===== src/rtl/muldiv_sequencer.sv =====
// Iterative multiply/divide unit owning HI/LO: 32-step shift-add multiply or
// restoring divide over one shared 33-bit add/subtract path, then sign fix-up.
module muldiv_sequencer #(
  parameter int WIDTH = 32,
  parameter int ITER  = 32
) (
  input  logic             clk,
  input  logic             rst,
  input  logic             Start,
  input  logic [2:0]       Md_op,
  input  logic [WIDTH-1:0] A_in,
  input  logic [WIDTH-1:0] B_in,
  input  logic             Read_req,
  input  logic             Flush,
  output logic             Busy,
  output logic             Stall,
  output logic             Done,
  output logic [WIDTH-1:0] Hi_out,
  output logic [WIDTH-1:0] Lo_out
);

  localparam int CW = $clog2(ITER);
  localparam logic [CW-1:0] LAST = CW'(ITER - 1);

  typedef enum logic [1:0] {IDLE, CALC, FIX} state_t;

  state_t state, state_nx;

  logic [CW-1:0]    counter;
  logic             op_div, neg_main, neg_rem, div0;
  logic [WIDTH-1:0] opnd;  // multiplicand or divisor magnitude
  logic [WIDTH-1:0] acc;   // product high half or partial remainder
  logic [WIDTH-1:0] sr;    // multiplier bits out / quotient bits in

  // Request decode for the accepting edge.
  logic             start_md, is_div, sign_a, sign_b;
  logic [WIDTH-1:0] a_mag, b_mag;

  assign start_md = (state == IDLE) && Start && !Md_op[2] && !Flush;
  assign is_div   = Md_op[1];
  assign sign_a   = !Md_op[0] && A_in[WIDTH-1];
  assign sign_b   = !Md_op[0] && B_in[WIDTH-1];
  assign a_mag    = sign_a ? -A_in : A_in;
  assign b_mag    = sign_b ? -B_in : B_in;

  // Shared adder: top bit of add_res is the carry, i.e. "no borrow" when subtracting.
  logic [WIDTH:0]   add_x, add_y;
  logic             add_sub;
  logic [WIDTH+1:0] add_res;

  assign add_sub = op_div;
  assign add_x   = op_div ? {acc, sr[WIDTH-1]} : {1'b0, acc};
  assign add_y   = (op_div || sr[0]) ? {1'b0, opnd} : '0;
  assign add_res = {1'b0, add_x} + {1'b0, add_y ^ {(WIDTH+1){add_sub}}}
                 + {{(WIDTH+1){1'b0}}, add_sub};

  // Sign fix-up applied while in FIX.
  logic [2*WIDTH-1:0] prod, prod_fix;
  logic [WIDTH-1:0]   quo_fix, rem_fix, hi_next, lo_next;

  always_comb begin
    prod     = {acc, sr};
    prod_fix = neg_main ? -prod : prod;
    quo_fix  = div0 ? '1 : (neg_main ? -sr : sr);
    rem_fix  = neg_rem ? -acc : acc;
    hi_next  = op_div ? rem_fix : prod_fix[2*WIDTH-1:WIDTH];
    lo_next  = op_div ? quo_fix : prod_fix[WIDTH-1:0];
  end

  // NOTE: sequential state uses <= so every register samples pre-edge values.
  always_ff @(posedge clk) begin
    if (rst) state <= IDLE;
    else     state <= state_nx;
  end

  // NOTE: default assignment first so no path leaves state_nx unassigned (no latch).
  always_comb begin
    state_nx = state;
    unique case (state)
      IDLE:    if (Start && !Md_op[2]) state_nx = CALC;
      CALC:    if (counter == LAST)    state_nx = FIX;
      FIX:     state_nx = IDLE;
      default: state_nx = IDLE;
    endcase
    if (Flush) state_nx = IDLE;
  end

  always_comb begin
    Busy  = (state != IDLE);
    Done  = (state == FIX);
    Stall = Busy && (Read_req || Start);
  end

  always_ff @(posedge clk) begin
    if (rst || Flush)          counter <= '0;
    else if (state == CALC)    counter <= counter + 1'b1;
    else if (start_md)         counter <= '0;
  end

  // NOTE: datapath registers carry no reset; they are always loaded before use.
  always_ff @(posedge clk) begin
    if (start_md) begin
      op_div   <= is_div;
      neg_main <= sign_a ^ sign_b;
      neg_rem  <= sign_a;
      div0     <= is_div && (B_in == '0);
      opnd     <= is_div ? b_mag : a_mag;
      sr       <= is_div ? a_mag : b_mag;
      acc      <= '0;
    end else if (state == CALC) begin
      if (op_div) begin
        acc <= add_res[WIDTH+1] ? add_res[WIDTH-1:0] : add_x[WIDTH-1:0];
        sr  <= {sr[WIDTH-2:0], add_res[WIDTH+1]};
      end else begin
        acc <= add_res[WIDTH:1];
        sr  <= {add_res[0], sr[WIDTH-1:1]};
      end
    end
  end

  always_ff @(posedge clk) begin
    if (rst) begin
      Hi_out <= '0;
      Lo_out <= '0;
    end else if (!Flush) begin
      if (state == FIX) begin
        Hi_out <= hi_next;
        Lo_out <= lo_next;
      end else if (state == IDLE && Start && Md_op == 3'b100) begin
        Hi_out <= A_in;
      end else if (state == IDLE && Start && Md_op == 3'b101) begin
        Lo_out <= A_in;
      end
    end
  end

endmodule

===== config.mk =====
export PLATFORM = sky130hd
export DESIGN_NAME = muldiv_sequencer
export DESIGN_NICKNAME = d
export VERILOG_FILES = /design/src/rtl/muldiv_sequencer.sv
export SDC_FILE = /design/constraint.sdc
export NUM_CORES = 1
export LEC_CHECK = 0
export ABC_CLOCK_PERIOD_IN_PS = 5500
export BUFFER_PORTS_ARGS = -buffer_cell sky130_fd_sc_hd__buf_2
export CAP_MARGIN = 20
export CORE_AREA = 2 2 152 154
export CTS_CLUSTER_DIAMETER = 50
export DETAILED_ROUTE_END_ITERATION = 12
export DIE_AREA = 0 0 154 156
export PLACE_DENSITY = 0.8
export SETUP_SLACK_MARGIN = 0.1
export SLEW_MARGIN = 20
export SYNTH_ARGS = -nofsm -noshare
export SYNTH_HDL_FRONTEND = slang
export SYNTH_SLANG_ARGS = --single-unit

===== constraint.sdc =====
create_clock -name clk -period 5.5 [get_ports clk]
set_input_delay 0.275 -clock clk [delete_from_list [all_inputs] [get_ports clk]]
set_output_delay 0.275 -clock clk [all_outputs]
set_load 0.005 [all_outputs]

==> results by group <==
Clock tree
  – CTS-repair resized insts: 0
  – Number of H-tree branching levels: 4
  – Worst skew pair latency: 0.44 ns
  – Post-cts hold buffer count: 0
  – Longest Clk Path Bufs: 2
  – CTS Root Buffer Type: sky130_fd_sc_hd__clkbuf_16
  – CTS buffer count: 17
  – Total number of clock tree sinks: 171
  – Clock tree from TritonCTS: done
  – Post-CTS setup buffer count: 0
  – Clock transition at the register clock pins on the worst setup and hold paths after CTS: 0.07 ns

Global routing
  – Overflow after GRT: 0
  – Wire length of the first global-routing pass: 70300 um
  – Via count of the first global-routing pass: 12600
  – GRT Overall Usage: 37.7%
  – Initial antenna violation count: 0
  – Largest net degree at the start of global routing: 67

Floorplan
  – Effective utilization at floorplan: 60.0%
  – Core Rows: 55
  – Floorplan die width: 154 um
  – Core area: around 0.022 sq mm
  – Number of top-level design ports: 139
  – Die span in y: around 160 um
  – Area of the die: 0.0240 sq mm

Timing
  – Fmax: 223 MHz
  – Final count of hold timing violations: 0
  – Fin. max-slew vios: 0
  – Final count of negative-setup-slack endpoints: 0
  – Worst Max-Slew Pin Slew: 1.04 ns
  – Fin crit period: 4.48 ns
  – Worst relative slew slack: between 30% and 40%
  – RSZ-0062 raised after global routing: no
  – Final worst clock skew: 0.0131 ns
  – Setup_tns: 0 ns
  – Crit share post-route: 81.5%

Detailed routing
  – DRC marker count from the first detailed-route iteration: around 1700
  – Detailed Route WL: around 47000 um
  – Vias after detailed routing: 13800
  – Sum of routed wire segments on met1: 17700 um
  – Remaining antenna violation count: 0
  – Average detailed-routed wire length per instance: 23.1 um
  – Post-DR vias/cell: 6.84
  – Met3 wire len: between 4000 and 5000 um
  – First-pass iteration count of the detailed router: 7
  – Met2 Routed Length: 21900 um
  – Uppermost routed layer: met4
  – Drc violations: 0

Yosys
  – Post-Synthesis Cells: 1677
  – Count of yosys warnings during synthesis: 0
  – Number of distinct standard cells referenced by the synthesized netlist: 74
  – Post-synth top flop: sky130_fd_sc_hd__dfxtp_1
  – Fraction of synthesized cell area taken by the top area cell type: 15.4%
  – Post-synthesis instance area: roughly 0.013 sq mm
  – Top cells by area in the synthesized netlist: sky130_fd_sc_hd__dfxtp_1 (15%), sky130_fd_sc_hd__edfxtp_1 (15%), sky130_fd_sc_hd__a21oi_1 (6.3%)
  – Post-synthesis area per instance: 8.01 sq um
  – Library cell with the largest summed area after synthesis: sky130_fd_sc_hd__dfxtp_1
  – Async SR Flop Fraction: 0%
  – Ranking of synthesized cells by instance count: sky130_fd_sc_hd__nand2_1 (212), sky130_fd_sc_hd__a21oi_1 (168), sky130_fd_sc_hd__o21ai_0 (142)
  – Number of synthesized register bits: 171
  – EDFF count, synth: a little under 70
  – Proportion of synthesized chip area in sequential cells: about 31%
  – Number of nets produced by synthesis: between 1500 and 2000
  – Most repeated cell in the gate-level netlist after synthesis: sky130_fd_sc_hd__nand2_1

Outcome
  – Outcome: finished clean

Setup path
  – Critical path start-end classification: reg -> reg
  – Highest net fanout along the worst path: 29
  – Worst R2R Start: sr[0]
  – Launching element type of the critical path: flip-flop
  – Signal arrival time at the worst endpoint: just under 5 ns
  – Critical path capture point type: flip-flop
  – Worst Setup SP: sr[0]
  – Required time of the critical path: 5.84 ns

Pwr
  – IR drop worst, VDD: just over 0.2 mV
  – Leakage dissipation: 5.65 nW
  – Power density normalized to cell area: 284 mW/mm^2

Place
  – Final estimated routing congestion in global placement: 0.980
  – Number of placed cells counting well taps: a little under 2000
  – IO buf count: 138
  – Detailed Place HPWL: 35400 um

Min path
  – Launch point of the worst hold path: Md_op[2]
  – Min-delay worst type: in -> reg

Flow run
  – Number of max-capacitance violations reported: 0

Layout
  – Layout Area Growth over Synthesis: 9.04%
  – Final cell count without fillers: approximately 2000
  – Net total in the final layout: 1825
  – Proportion of layout cells with a drive suffix above 1: 13.5%
-- worst max-delay path, stage by stage, from the launching register on --
cell and delay, ns:
sky130_fd_sc_hd__edfxtp_1 0.50, sky130_fd_sc_hd__inv_1 0.15, sky130_fd_sc_hd__nor2_2 0.57, sky130_fd_sc_hd__buf_4 0.32, sky130_fd_sc_hd__nand2_1 0.07, sky130_fd_sc_hd__o21ai_0 0.08, sky130_fd_sc_hd__ha_1 0.33, sky130_fd_sc_hd__a21oi_1 0.26
sky130_fd_sc_hd__o21ai_0 0.14, sky130_fd_sc_hd__a22oi_1 0.27, sky130_fd_sc_hd__o21ai_1 0.21, sky130_fd_sc_hd__a2111oi_2 0.53, sky130_fd_sc_hd__o311a_1 0.20, sky130_fd_sc_hd__buf_4 0.33, sky130_fd_sc_hd__a22oi_1 0.15, sky130_fd_sc_hd__a221oi_1 0.27
-- routing by layer --
| layer | global-route usage, % | vias up |
|---|---|---|
| li1 | - | 6333 |
| met1 | 47.3 | 6493 |
| met2 | 62.1 | 788 |
| met3 | 6.14 | 165 |
| met4 | 20.8 | 0 |
| met5 | 0 | - |
-- registers in the layout (all words and copies together), names as in the netlist --
signal	cells
opnd	32
add_sub	1
Lo_out	32
counter	5
neg_main	1
Hi_out	32
acc	32
div0	1
neg_rem	1
sr	32
state	2
-- cells in the final DEF, fill, tap and decap left out, types with 37 or more instances in the layout --
master                     count
sky130_fd_sc_hd__mux2i_1      60
sky130_fd_sc_hd__a21oi_1     167
sky130_fd_sc_hd__edfxtp_1     68
sky130_fd_sc_hd__xnor2_1      77
sky130_fd_sc_hd__buf_2       138
sky130_fd_sc_hd__ha_1         37
sky130_fd_sc_hd__xor2_1       70
sky130_fd_sc_hd__nor2_1      107
sky130_fd_sc_hd__nand2_1     212
sky130_fd_sc_hd__dfxtp_1     103
sky130_fd_sc_hd__o21ai_0     142
-- cells by family after synthesis --
family | share of synthesized area, %
multiplexers | 6.82
AO/OA/AOI/OAI | 27.2
adder cells (fa/ha/maj) | 3.60
AND/OR/NAND/NOR | 17.5
XOR/XNOR | 9.59
flip-flops | 30.6
buffers and inverters | 4.73
-- worst paths after layout --
| check | endpoint | slack (ns) | depth (start not counted) |
|---|---|---|---|
| worst max-delay path | acc[1] | 1.02 | 15 |
| worst min-delay path | state[0] | 0.14 | 3 |
| worst max register to register | acc[1] | 1.02 | 15 |
| worst min register to register | Lo_out[0] | 0.45 | 2 |
-- cell type report --
class                      instances  area [sq um]
tap                              285           357
inverter                          28           105
clock inverter                    13           108
sequential                       171          4100
timing repair buffer             156           826
clock buffer                      19           433
multi-input combinational       1341          8700
fill                            1907          7730
antenna                            1          2.50
-- per-stage QoR --
step | utilization, % | worst slack [ns] | total power, W | area [sq um] | hold slack [ns]
2_1_floorplan | - | 0.860 | 0.00254 | 13400 | 0.374
3_3_place_gp | 63.0 | 1.26 | 0.00295 | 14100 | 0.439
3_5_place_dp | 63.0 | 1.11 | 0.00297 | 14100 | 0.443
4_1_cts | 65.4 | 1.08 | 0.00410 | 14600 | 0.131
5_1_grt | 65.4 | 0.609 | 0.00431 | 14600 | 0.154
6_report | 65.5 | 1.02 | 0.00415 | 14600 | 0.144
-- power breakdown --
part           total (W)  switching [W]  internal (W)
logic            0.00139       0.000882      0.000513
registers        0.00160       0.000185       0.00142
clock network    0.00116       0.000566      0.000590
(Power assumes the default switching activity.)
